$ cat src/rtl/jstk_pkg.sv
// Shared types and constants for the joystick SPI responder: FSM states,
// default frame length, LED command opcode and the transmit byte layout.
package jstk_pkg;

    typedef enum logic [1:0] {
        ST_IDLE  = 2'd0,
        ST_SHIFT = 2'd1,
        ST_DONE  = 2'd2
    } state_t;

    localparam int FRAME_BYTES_DEF = 5;

    localparam logic [5:0] LED_OPCODE = 6'b100000;

    localparam int BYTE_X_LO = 0;
    localparam int BYTE_X_HI = 1;
    localparam int BYTE_Y_LO = 2;
    localparam int BYTE_Y_HI = 3;
    localparam int BYTE_BTN  = 4;

    // Bytes past the report layout read as zero so longer frames pad cleanly.
    function automatic logic [7:0] tx_byte(
        input logic [9:0] x,
        input logic [9:0] y,
        input logic [2:0] btn,
        input int         idx
    );
        logic [7:0] b;
        case (idx)
            BYTE_X_LO: b = x[7:0];
            BYTE_X_HI: b = {6'b000000, x[9:8]};
            BYTE_Y_LO: b = y[7:0];
            BYTE_Y_HI: b = {6'b000000, y[9:8]};
            BYTE_BTN:  b = {5'b00000, btn};
            default:   b = 8'h00;
        endcase
        return b;
    endfunction

endpackage

$ cat src/rtl/spi_sync.sv
// Multi-flop synchronizer for one asynchronous input, with rise/fall pulses
// derived from the synchronized level.
module spi_sync #(
    parameter int STAGES = 2
) (
    input  logic clk,
    input  logic rst,
    input  logic d,
    output logic q,
    output logic rise,
    output logic fall
);

    logic [STAGES-1:0] sync_r;
    logic              prev_r;

    // Synchronizer chain plus one delayed copy for edge detection.
    always_ff @(posedge clk or negedge rst) begin
        if (!rst) begin
            sync_r <= {STAGES{1'b0}};
            prev_r <= 1'b0;
        end else begin
            sync_r <= {sync_r[STAGES-2:0], d};
            prev_r <= sync_r[STAGES-1];
        end
    end

    assign q    = sync_r[STAGES-1];
    assign rise = sync_r[STAGES-1] & ~prev_r;
    assign fall = ~sync_r[STAGES-1] & prev_r;

endmodule

$ cat src/rtl/jstk_spi_responder.sv
// SPI mode-0 responder reporting joystick position/buttons and accepting an
// LED command. Define JSTK_RESP_FRAME_CNT_EN to build the completed-frame counter.
module jstk_spi_responder
    import jstk_pkg::*;
#(
    parameter int SYNC_STAGES = 2,
    parameter int FRAME_BYTES = FRAME_BYTES_DEF
) (
    input  logic       clk,
    input  logic       rst,
    input  logic       ss,
    input  logic       sclk,
    input  logic       mosi,
    output logic       miso,
    input  logic [9:0] x_pos,
    input  logic [9:0] y_pos,
    input  logic [2:0] btn,
    output logic [1:0] led,
    output logic       frame_done,
    output logic       frame_err,
    output logic       busy,
    output logic [7:0] frame_cnt
);

    localparam int FRAME_BITS = FRAME_BYTES * 8;
    localparam int CNT_W      = $clog2(FRAME_BITS + 1);

    logic ss_q_s, ss_rise_raw_s, ss_fall_raw_s;
    logic sclk_q_s, sclk_rise_raw_s, sclk_fall_raw_s;
    logic mosi_q_s, mosi_rise_s, mosi_fall_s;
    logic unused_edges_s;

    spi_sync #(.STAGES(SYNC_STAGES)) u_sync_ss (
        .clk(clk), .rst(rst), .d(ss), .q(ss_q_s), .rise(ss_rise_raw_s), .fall(ss_fall_raw_s)
    );
    spi_sync #(.STAGES(SYNC_STAGES)) u_sync_sclk (
        .clk(clk), .rst(rst), .d(sclk), .q(sclk_q_s), .rise(sclk_rise_raw_s), .fall(sclk_fall_raw_s)
    );
    spi_sync #(.STAGES(SYNC_STAGES)) u_sync_mosi (
        .clk(clk), .rst(rst), .d(mosi), .q(mosi_q_s), .rise(mosi_rise_s), .fall(mosi_fall_s)
    );

    assign unused_edges_s = sclk_q_s ^ mosi_rise_s ^ mosi_fall_s;

    state_t           state_r, next_state_s;
    logic [CNT_W-1:0] bit_cnt_r;
    logic [9:0]       x_snap_r, y_snap_r;
    logic [2:0]       btn_snap_r;
    logic [7:0]       rx_shift_r, cmd_r, rx_next_s;
    logic [7:0]       head_byte_s, cur_byte_s;
    logic             tx_bit_s;
    logic             miso_r, frame_done_r, frame_err_r, busy_r;
    logic [1:0]       led_r;
    logic             ss_rise_s, ss_fall_s, sclk_rise_s, sclk_fall_s;

    // A same-cycle ss rise wins over a fall; sclk is ignored while deselected.
    assign ss_rise_s   = ss_rise_raw_s;
    assign ss_fall_s   = ss_fall_raw_s & ~ss_rise_raw_s;
    assign sclk_rise_s = sclk_rise_raw_s & ~ss_q_s;
    assign sclk_fall_s = sclk_fall_raw_s & ~ss_q_s;

    // Transmit bit selection and receive shift value.
    always_comb begin
        head_byte_s = tx_byte(x_pos, y_pos, btn, BYTE_X_LO);
        cur_byte_s  = tx_byte(x_snap_r, y_snap_r, btn_snap_r, int'(bit_cnt_r[CNT_W-1:3]));
        rx_next_s   = {rx_shift_r[6:0], mosi_q_s};
        if (bit_cnt_r < CNT_W'(FRAME_BITS)) begin
            tx_bit_s = cur_byte_s[3'd7 - bit_cnt_r[2:0]];
        end else begin
            tx_bit_s = 1'b0;
        end
    end

    // FSM state register.
    always_ff @(posedge clk or negedge rst) begin
        if (!rst) begin
            state_r <= ST_IDLE;
        end else begin
            state_r <= next_state_s;
        end
    end

    // FSM next-state logic.
    always_comb begin
        next_state_s = state_r;
        case (state_r)
            ST_IDLE: begin
                if (ss_fall_s) begin
                    next_state_s = ST_SHIFT;
                end else begin
                    next_state_s = ST_IDLE;
                end
            end
            ST_SHIFT: begin
                if (ss_rise_s) begin
                    next_state_s = ST_IDLE;
                end else if (sclk_rise_s && (bit_cnt_r == CNT_W'(FRAME_BITS - 1))) begin
                    next_state_s = ST_DONE;
                end else begin
                    next_state_s = ST_SHIFT;
                end
            end
            ST_DONE: begin
                if (ss_rise_s) begin
                    next_state_s = ST_IDLE;
                end else begin
                    next_state_s = ST_DONE;
                end
            end
            default: next_state_s = ST_IDLE;
        endcase
    end

    // Frame datapath: snapshot, shifting, command capture and status pulses.
    always_ff @(posedge clk or negedge rst) begin
        if (!rst) begin
            bit_cnt_r    <= {CNT_W{1'b0}};
            x_snap_r     <= 10'd0;
            y_snap_r     <= 10'd0;
            btn_snap_r   <= 3'd0;
            rx_shift_r   <= 8'h00;
            cmd_r        <= 8'h00;
            miso_r       <= 1'b0;
            led_r        <= 2'b00;
            frame_done_r <= 1'b0;
            frame_err_r  <= 1'b0;
            busy_r       <= 1'b0;
        end else begin
            frame_done_r <= 1'b0;
            frame_err_r  <= 1'b0;
            busy_r       <= (next_state_s != ST_IDLE);
            case (state_r)
                ST_IDLE: begin
                    if (ss_fall_s) begin
                        x_snap_r   <= x_pos;
                        y_snap_r   <= y_pos;
                        btn_snap_r <= btn;
                        bit_cnt_r  <= {CNT_W{1'b0}};
                        rx_shift_r <= 8'h00;
                        cmd_r      <= 8'h00;
                        miso_r     <= head_byte_s[7];
                    end else begin
                        miso_r <= 1'b0;
                    end
                end
                ST_SHIFT: begin
                    if (ss_rise_s) begin
                        frame_err_r <= 1'b1;
                        miso_r      <= 1'b0;
                    end else begin
                        if (sclk_rise_s) begin
                            rx_shift_r <= rx_next_s;
                            bit_cnt_r  <= bit_cnt_r + CNT_W'(1);
                            if (bit_cnt_r == CNT_W'(7)) begin
                                cmd_r <= rx_next_s;
                            end
                        end
                        if (sclk_fall_s) begin
                            miso_r <= tx_bit_s;
                        end
                    end
                end
                ST_DONE: begin
                    miso_r <= 1'b0;
                    if (ss_rise_s) begin
                        frame_done_r <= 1'b1;
                        if (cmd_r[7:2] == LED_OPCODE) begin
                            led_r <= cmd_r[1:0];
                        end
                    end
                end
                default: miso_r <= 1'b0;
            endcase
        end
    end

`ifdef JSTK_RESP_FRAME_CNT_EN
    logic [7:0] frame_cnt_r;

    // Completed-frame counter, wraps naturally at 256.
    always_ff @(posedge clk or negedge rst) begin
        if (!rst) begin
            frame_cnt_r <= 8'h00;
        end else if ((state_r == ST_DONE) && ss_rise_s) begin
            frame_cnt_r <= frame_cnt_r + 8'h01;
        end
    end

    assign frame_cnt = frame_cnt_r;
`else
    assign frame_cnt = 8'h00;
`endif

    assign miso       = miso_r;
    assign led        = led_r;
    assign frame_done = frame_done_r;
    assign frame_err  = frame_err_r;
    assign busy       = busy_r;

endmodule

$ cat config.mk
export PLATFORM = sky130hd
export DESIGN_NAME = jstk_spi_responder
export DESIGN_NICKNAME = d
export VERILOG_FILES = /design/src/rtl/jstk_pkg.sv /design/src/rtl/spi_sync.sv /design/src/rtl/jstk_spi_responder.sv
export SDC_FILE = /design/constraint.sdc
export NUM_CORES = 1
export LEC_CHECK = 0
export ABC_AREA = 1
export CORE_AREA = 2 2 66 93
export DETAILED_ROUTE_END_ITERATION = 8
export DIE_AREA = 0 0 68 95
export GPL_TIMING_DRIVEN = 1
export PLACE_DENSITY = 0.78
export REMOVE_ABC_BUFFERS = 1
export SLEW_MARGIN = 20
export SYNTH_ARGS = -nofsm -noshare
export SYNTH_HDL_FRONTEND = slang
export SYNTH_SLANG_ARGS = --single-unit
$ cat constraint.sdc
create_clock -name clk -period 4.16 [get_ports clk]
set_clock_uncertainty 0.15 [all_clocks]
set_input_delay 0.832 -clock clk [delete_from_list [all_inputs] [get_ports clk]]
set_output_delay 0.832 -clock clk [all_outputs]
set_load 0.05 [all_outputs]
Word-level counts from Yosys, hierarchy flattened
Index checks and enable logic that the tools add are counted.

storage, ports and cells
  bits in registers = 60
  bits of input ports = 28
  output and inout bits = 14
  logic and storage cells = 84

operators by class
  add/sub/neg operators = 2
  $lt $le $gt $ge = 2
  eq/ne operators = 14
  multiplexer cells = 28
  bitwise operators = 12
  reductions and logical operators = 9

operators by type and width
  operator                                                    count
  case mux 8 bit (5 select lines)                             1
  2-to-1 mux 8 bit                                            4
  2-to-1 mux 6 bit                                            3
  case mux 8 bit (2 select lines)                             1
  2-to-1 mux 7 bit                                            2
  case mux 7 bit (2 select lines)                             1
  == test 6 bit, second input constant                        2
  case mux 6 bit (2 select lines)                             1
  2-to-1 mux 1 bit                                            9
  != test 2 bit, second input constant                        4
  AND 1 bit                                                   7
  adder 6 x 1 -> 6 bit, second input constant                 1
  == test 3 x 2 -> 1 bit, second input constant               2
  == test 6 x 3 -> 1 bit, second input constant               1
  less-than comparator 6 bit, second input constant           1
  2-to-1 mux 2 bit                                            3
  case mux 2 bit (3 select lines)                             1
  inverter 1 bit                                              5
  AND reduction 5 bit                                         1
  less-than comparator 3 x 4 -> 1 bit, second input constant  1
  AND reduction 4 bit                                         1
  nonzero test 2 bit                                          2
  binary-select mux 1 bit (select 3 bit)                      1
  == test 3 x 1 -> 1 bit, second input constant               1
  other kinds (11)                                            11

Logic depth before layout (Yosys ltp)
Gate-level depths: netlist of run 1.

  depth after elaboration = 8
  mapped depth = 14
  depth with buffers taken out = 13

Hierarchy
A second synthesis of run 1 with hierarchy kept.

second synthesis, totals
  cell total of the unflattened synthesis = 320
  area, all modules = 2,716.4 µm²

by module, submodules not included
  module              times used  cells each  area an instance (µm²)  seq. area each (µm²)
  jstk_spi_responder  1           299         2,446.1                 1,301.2
  spi_sync            3           7           90.1                    75.1

Worst setup path after synthesis of run 1
Ideal clock, no wire load.

  kind = flip-flop to output port
  start = reg miso_r, in the netlist miso
  end = out miso
  arrival = 0.600 ns
  data required time = 3.178 ns
  slack = 2.578 ns
  cell stages (with the launch flop) = 1
  path buffers = 0
  cell sequence = dfrtp_1

RTL lines
  item                      RTL line                   text
  start: declaration        jstk_spi_responder.sv:52   logic miso_r, frame_done_r, frame_err_r, busy_r;
  start signal: assignment  jstk_spi_responder.sv:141  miso_r <= head_byte_s[7];
  start signal: assignment  jstk_spi_responder.sv:159  miso_r <= tx_bit_s;
  end: declaration          jstk_spi_responder.sv:14   output logic miso,

No word-level cell between the ends.

Worst setup path after layout of run 1
  start = reg miso_r, in the netlist miso
  end = out miso

No word-level cell between the ends.

==> results of run 1 <==
## worst min-delay path by stage
stage,from,to,slack [ns],cells after the start
after floorplan,u_sync_mosi.sync_r[0],u_sync_mosi.sync_r[1],0.18,0
after global placement,u_sync_ss.sync_r[0],u_sync_ss.sync_r[1],0.18,0
after detailed placement,u_sync_sclk.sync_r[0],u_sync_sclk.sync_r[1],0.18,0
after CTS,u_sync_sclk.sync_r[0],u_sync_sclk.sync_r[1],0.20,0
after global routing,u_sync_sclk.sync_r[0],u_sync_sclk.sync_r[1],0.21,0
final,u_sync_sclk.sync_r[0],u_sync_sclk.sync_r[1],0.20,0
## cells in the final DEF, fill, tap and decap left out
cell type	synthesis	final
dfrtp_1	60	60
clkdlybuf4s50_1	0	32
or2_1	1	1
nand2_4	2	2
ha_1	1	1
nor3_1	4	4
clkbuf_1	3	3
nor2_2	1	1
o21ai_2	2	2
nor4_1	1	1
a21oi_1	6	6
a211oi_1	1	1
nor2_4	4	4
nand4_1	5	5
conb_1	1	8
nand3_1	40	40
inv_1	23	23
mux2_2	2	2
buf_4	9	1
inv_2	4	4
clkinv_2	0	1
buf_2	5	1
o21ai_0	8	8
a21oi_4	1	1
nand2_1	112	112
clkbuf_8	0	12
a31oi_1	1	1
nand2_2	1	1
o31ai_1	6	6
nor2_1	9	9
## per-layer routing
metal  global-route usage [%]  part of all wire, %
met5                        0                    0
met4                     8.50                  2.7
met3                     7.03                  5.4
met2                     29.4                   51
met1                     20.8                   40
## state kept, by name, indices dropped and copies added (netlist names), 2 cells and up
| name | cells |
|---|---|
| state_r | 2 |
| x_snap_r | 10 |
| rx_shift_r | 7 |
| u_sync_mosi.sync_r | 2 |
| led | 2 |
| y_snap_r | 10 |
| btn_snap_r | 3 |
| bit_cnt_r | 6 |
| u_sync_sclk.sync_r | 2 |
| u_sync_ss.sync_r | 2 |
| cmd_r | 8 |
## where the power goes
part / leakage, nW / total (W) / switching [W] / internal, W
clock: 0.0937 / 0.000479 / 0.000214 / 0.000265
combinational: 0.753 / 0.000312 / 0.000194 / 0.000117
sequential: 0.773 / 0.000739 / 0.0000630 / 0.000676
total: 1.62 / 0.00153 / 0.000472 / 0.00106
## final cells by class
cell class	count	area (µm²)	area share [%]
clock buffers	15	176	5.46
clock inverters	1	5.00	0.155
inverters	27	101	3.14
multi-input cells	216	1030	31.8
flip-flops and latches	60	1500	46.5
well taps	70	87.6	2.71
repair buffers	34	333	10.3
## kinds of logic (layout without fill, tap and decap cells)
kind of cell,after synthesis,in the layout,synth area share (%)
adder cells (fa/ha/maj),1,1,0.459
AND/OR/NAND/NOR,180,180,29.3
AO/OA/AOI/OAI,25,25,5.97
multiplexers,2,2,0.826
buffers and inverters,47,77,8.22
flip-flops,60,60,55.1
other,1,8,0.138
## stage by stage
step	power [W]	hold WS [ns]	util (%)	cells
2_1_floorplan	0.000955	0.181	-	303
3_3_place_gp	0.00105	0.184	53.5	407
3_5_place_dp	0.00106	0.185	53.5	407
4_1_cts	0.00154	0.198	56.7	423
5_1_grt	0.00162	0.207	56.7	423
6_report	0.00153	0.198	56.7	423
==> summary.md, run 1 <==
| Metric | Value |
|---|---|
| Crit path launch | miso |
| Headroom to the max-slew limit | 55.5% |
| Chip Height | 95 µm |
| Initial DRC count | 192 |
| Initial antenna violation count | 0 |
| Worst Setup End Kind | primary output |
| Sequential area share after synthesis | 55.1% |
| Top-count cell post-synth | nand2_1 |
| # fillers | 528 |
| Worst-Margin Slew | 0.667 ns |
| CP max FO | 2 |
| DR pass1 iterations | 4 |
| Reg2reg start | state_r[1] |
| Vias in the first global route | 2014 |
| Asr flop ratio synth | 100% |
| GRT overflow | 0 |
| GPL Wtd Cong | 0.850 |
| Crit path time final | 2.47 ns |
| EDFF count, synth | 0 |
| Synth warn | 0 |
| Yosys top cell by area | dfrtp_1 |
| Synth Instances | 316 |
| Via count | 2132 |
| I/O Buffers | 33 |
| Critical Path End | miso |
| Antenna diode count | 0 |
| Unrepaired setup endpoints after global routing | no |
| Area delta synth->final | 18.5% |
| CTS H-tree lvls | 3 |
| Crit path max-delay cell type | clkdlybuf4s50_1 |
| Largest net degree at the start of global routing | 32 |
| WL/cell | 11.9 µm |
| DP Area | 3050 µm² |
| CTS clk-pin slew, worst paths | 0.06 ns |
| Post-CTS Resized | 0 |
| Largest buffer count on any clock path | 2 |
| Starting Density | 47.8% |
| Yosys top cell area share | 55.1% |
| Fin. Hold Viols | 0 |
| Yosys cell types | 29 |
| Die area | 6460 µm² |
| Clk root buf | clkbuf_8 |
| First-pass GRT wire length | 8600 µm |
| Max-cap violations | 0 |
| Cells on worst reg2reg path | 9 |
| Skew-Pair Late Insertion Delay | 0.34 ns |
| Syn_area_per_cell | 8.62 µm² |
| GRT Total Usage | 18.2% |
| Type of origin of the critical path | flip-flop |
| Net count, final | 377 |
| Leakage | 1.62 nW |
| Row cnt | 33 |
| Via-per-instance ratio | 5.04 |
| CP max stage delay | 0.80 ns |
| Critical path, cell by cell | clkdlybuf4s50_1 |
| Final WS setup | 1.69 ns |
| Setup violators final | 0 |
| Power per Cell Area | 473 nW/µm² |
| Residual DRC | 0 |
| Die Span X | 68 µm |
| Share of cells above drive strength 1 | 9.07% |
| Hold Path Class | reg -> reg |
| Critical Setup Path Class | reg -> out |
| Outcome | finished, final reports clean |
| Core Footprint | 5700 µm² |
| Worst path depth | 1 |
| Yosys reg bits | 60 |
| HPWL Detailed | 3530 µm |
| R2R Setup Slk | 2.21 ns |
| Post-route ant nets | 0 |
| R2r endpoint | bit_cnt_r[5] |
| Main synth FF type | dfrtp_1 |
| Crit path DAT | 1.49 ns |
| Area contributors post-synth | dfrtp_1, nand2_1, nand3_1, inv_1, buf_4 |
| Hold_buf cts | 0 |
| Pre-CTS setup slack | 2.04 ns |
| Fin crit share | 59.4% |
| Max Slew Vio Count | 0 |
| Setup TNS | 0 ns |
| CP required | 3.18 ns |
| Synth cell count leaders | nand2_1, dfrtp_1, nand3_1, inv_1 |
| Post-CTS Setup Repair Bufs | 0 |
| Worst path bufs/invs | 1 |
| Cell area after synthesis | 2730 µm² |
| Top-Level Pins | 42 |
| Design Area, Final | 3230 µm² |
| Max Clock Freq | 0.404 GHz |
| Clock Sink Count | 60 |
| CTS tree | built |
| VDD IR max | 0.000212 V |
| CTS buffer count | 9 |
| Critical path's top delay family | buffers and inverters |
| Routed WL | 5050 µm |
Note: power is estimated with default switching activity, not from simulation.
==> inputs of run 2 (changes only) <==
Settings changed: CORE_AREA 2 2 66 93 to 2 2 67 95, DIE_AREA 0 0 68 95 to 0 0 69 97.
Clock period 4.16 ns to 2.1 ns, I/O delays scaled along.
==> run 2 against run 1 <==
Effect of this change:
- register-to-register slack worse by 1.9 ns
- critical path depth stayed put
- non-clock buffer count is 10 higher
- combinational power is 110% higher
- die area is 3.6% higher
- flip-flop and latch count stayed put
- sequential power is 98% higher
- clock power is 140% higher
- count of clock-buffer cells in the layout is 3 lower
- largest cell class unchanged
==> summary.md, run 2 (same netlist as run 1, synthesis figures left out) <==
| Metric | Value |
|---|---|
| Clock Sink Count | 60 |
| Crit path DAT | 1.46 ns |
| Top-Level Pins | 42 |
| VDD IR max | 0.000463 V |
| Chip Height | 97 µm |
| Headroom to the max-slew limit | 65.9% |
| Crit path launch | frame_done |
| Clk root buf | clkbuf_8 |
| Seq pwr share | 45.0% |
| Largest net degree at the start of global routing | 31 |
| Setup TNS | 0 ns |
| I/O Buffers | 33 |
| Share of cells above drive strength 1 | 11.6% |
| Max Slew Vio Count | 0 |
| Fin. Hold Viols | 0 |
| Largest buffer count on any clock path | 2 |
| WHS Path Cells | 0 |
| Worst path depth | 1 |
| Critical path's top delay family | buffers and inverters |
| Net count, final | 387 |
| Power per Cell Area | 966 nW/µm² |
| Worst-Margin Slew | 0.511 ns |
| Outcome | finished, final reports clean |
| HPWL Detailed | 3840 µm |
| WL/cell | 12.5 µm |
| Critical Setup Path Class | reg -> out |
| First-pass GRT wire length | 9340 µm |
| Biggest regs | x_snap_r (10), y_snap_r (10), cmd_r (8) |
| CTS tree | built |
| Leakage | 1.74 nW |
| CP required | 1.53 ns |
| Critical path, cell by cell | clkdlybuf4s50_1 |
| CTS H-tree lvls | 3 |
| Total power | 0.00325 W |
| Die Span X | 69 µm |
| GRT overflow | 0 |
| R2r endpoint | cmd_r[3] |
| Max-cap violations | 0 |
| Comb power frac | 20.1% |
| Clock network power share | 34.9% |
| Unrepaired setup endpoints after global routing | no |
| CP max stage delay | 0.79 ns |
| Skew-Pair Late Insertion Delay | 0.34 ns |
| CTS buffer count | 9 |
| Worst path bufs/invs | 1 |
| Design Area, Final | 3360 µm² |
| Row cnt | 33 |
| Worst Setup End Kind | primary output |
| Setup violators final | 0 |
| Crit path max-delay cell type | clkdlybuf4s50_1 |
| Routed WL | 5400 µm |
| Post-route ant nets | 0 |
| Via-per-instance ratio | 4.97 |
| Antenna diode count | 0 |
| GPL Wtd Cong | 0.863 |
| Vias in the first global route | 2091 |
| GRT Total Usage | 17.7% |
| Fin crit share | 96.8% |
| Max Clock Freq | 0.492 GHz |
| Int Pwr | 0.00230 W |
| DP Area | 3100 µm² |
| Sw Ratio | 29.3% |
| Commonest non-fill, non-tap cell in the layout | nand2_1 |
| Residual DRC | 0 |
| Die area | 6690 µm² |
| Crit path time final | 2.03 ns |
| Initial antenna violation count | 0 |
| P_sw | 0.000952 W |
| Most frequent cells in the layout | nand2_1, dfrtp_1, nand3_1 |
| Starting Density | 47.1% |
| Hold Path Class | reg -> reg |
| CTS clk-pin slew, worst paths | 0.06 ns |
| Hold_sp | u_sync_ss.sync_r[0] |
| Core Footprint | 5780 µm² |
| R2R Setup Slk | 0.33 ns |
| Initial DRC count | 115 |
| DR pass1 iterations | 4 |
| Critical Path End | frame_done |
| Type of origin of the critical path | flip-flop |
| Cells on worst reg2reg path | 9 |
| CP max FO | 1 |
| Reg2reg start | state_r[0] |
| Fin util | 58.2% |
| Via count | 2154 |
| Area delta synth->final | 23.5% |
[run 2: changes by cell type in the layout (fill, tap and decap cells not counted), sizes merged]
cell,change
dlymetal6s2s,+3
clkinvlp,+1
bufinv,+2
dlygate4sd3,+1
clkbuf,-3
clkdlybuf4s50,-3
buf,+9
[run 2: timing repair]
item                                    CTS  global route
hold buffers                              1             0
buffers inserted                          0             4
gates resized for setup                   0             3
endpoints found under the hold margin    10             0
endpoints found under the setup margin    0             4
[run 2: worst register-to-register path, cell delays in order, from the launching register on]
cell	delay, ns
dfrtp_1	0.34
inv_1	0.09
nor2_4	0.15
buf_4	0.14
nand2_1	0.09
nand2_4	0.12
nor2_4	0.06
a21oi_4	0.34
nand2_1	0.09
o31ai_1	0.09
[run 2: per-layer routing]
layer | wire [µm] | track usage [%] | part of all wire, %
met3 | 233 | 5.94 | 4.3
met1 | 2170 | 20.1 | 40
met4 | 99 | 7.54 | 1.8
met5 | 0 | 0 | 0
met2 | 2900 | 30.0 | 54
[run 2: area by class of cell]
| cell class | instances | area, µm² |
|---|---|---|
| repair buffers | 44 | 430 |
| well taps | 70 | 87.6 |
| flip-flops and latches | 60 | 1500 |
| inverters | 27 | 101 |
| clock inverters | 4 | 72.6 |
| clock buffers | 12 | 145 |
| multi-input cells | 216 | 1030 |
| fillers | 529 | 2420 |
[run 2: worst min path at each step]
stage,endpoint
2_1_floorplan,bit_cnt_r[0]
3_3_place_gp,frame_err
3_5_place_dp,frame_err
4_1_cts,u_sync_ss.sync_r[1]
5_1_grt,u_sync_ss.sync_r[1]
6_report,u_sync_ss.sync_r[1]
[run 2: power groups by stage]
stage | sequential (W) | clock (W) | combinational, W
global placement | 0.00148 | 0 | 0.000617
finish | 0.00146 | 0.00113 | 0.000654
global route | 0.00149 | 0.00121 | 0.000743
floorplan | 0.00149 | 0 | 0.000400
CTS | 0.00146 | 0.00116 | 0.000637
detailed placement | 0.00148 | 0 | 0.000629
[run 2: metrics by stage]
step / cells / hold slack, ns / setup slack (ns)
2_1_floorplan: 303 / -0.0256 / 0.412
3_3_place_gp: 412 / 0.166 / 0.260
3_5_place_dp: 412 / 0.171 / 0.177
4_1_cts: 429 / 0.201 / 0.0158
5_1_grt: 433 / 0.211 / 0.0172
6_report: 433 / 0.198 / 0.0670
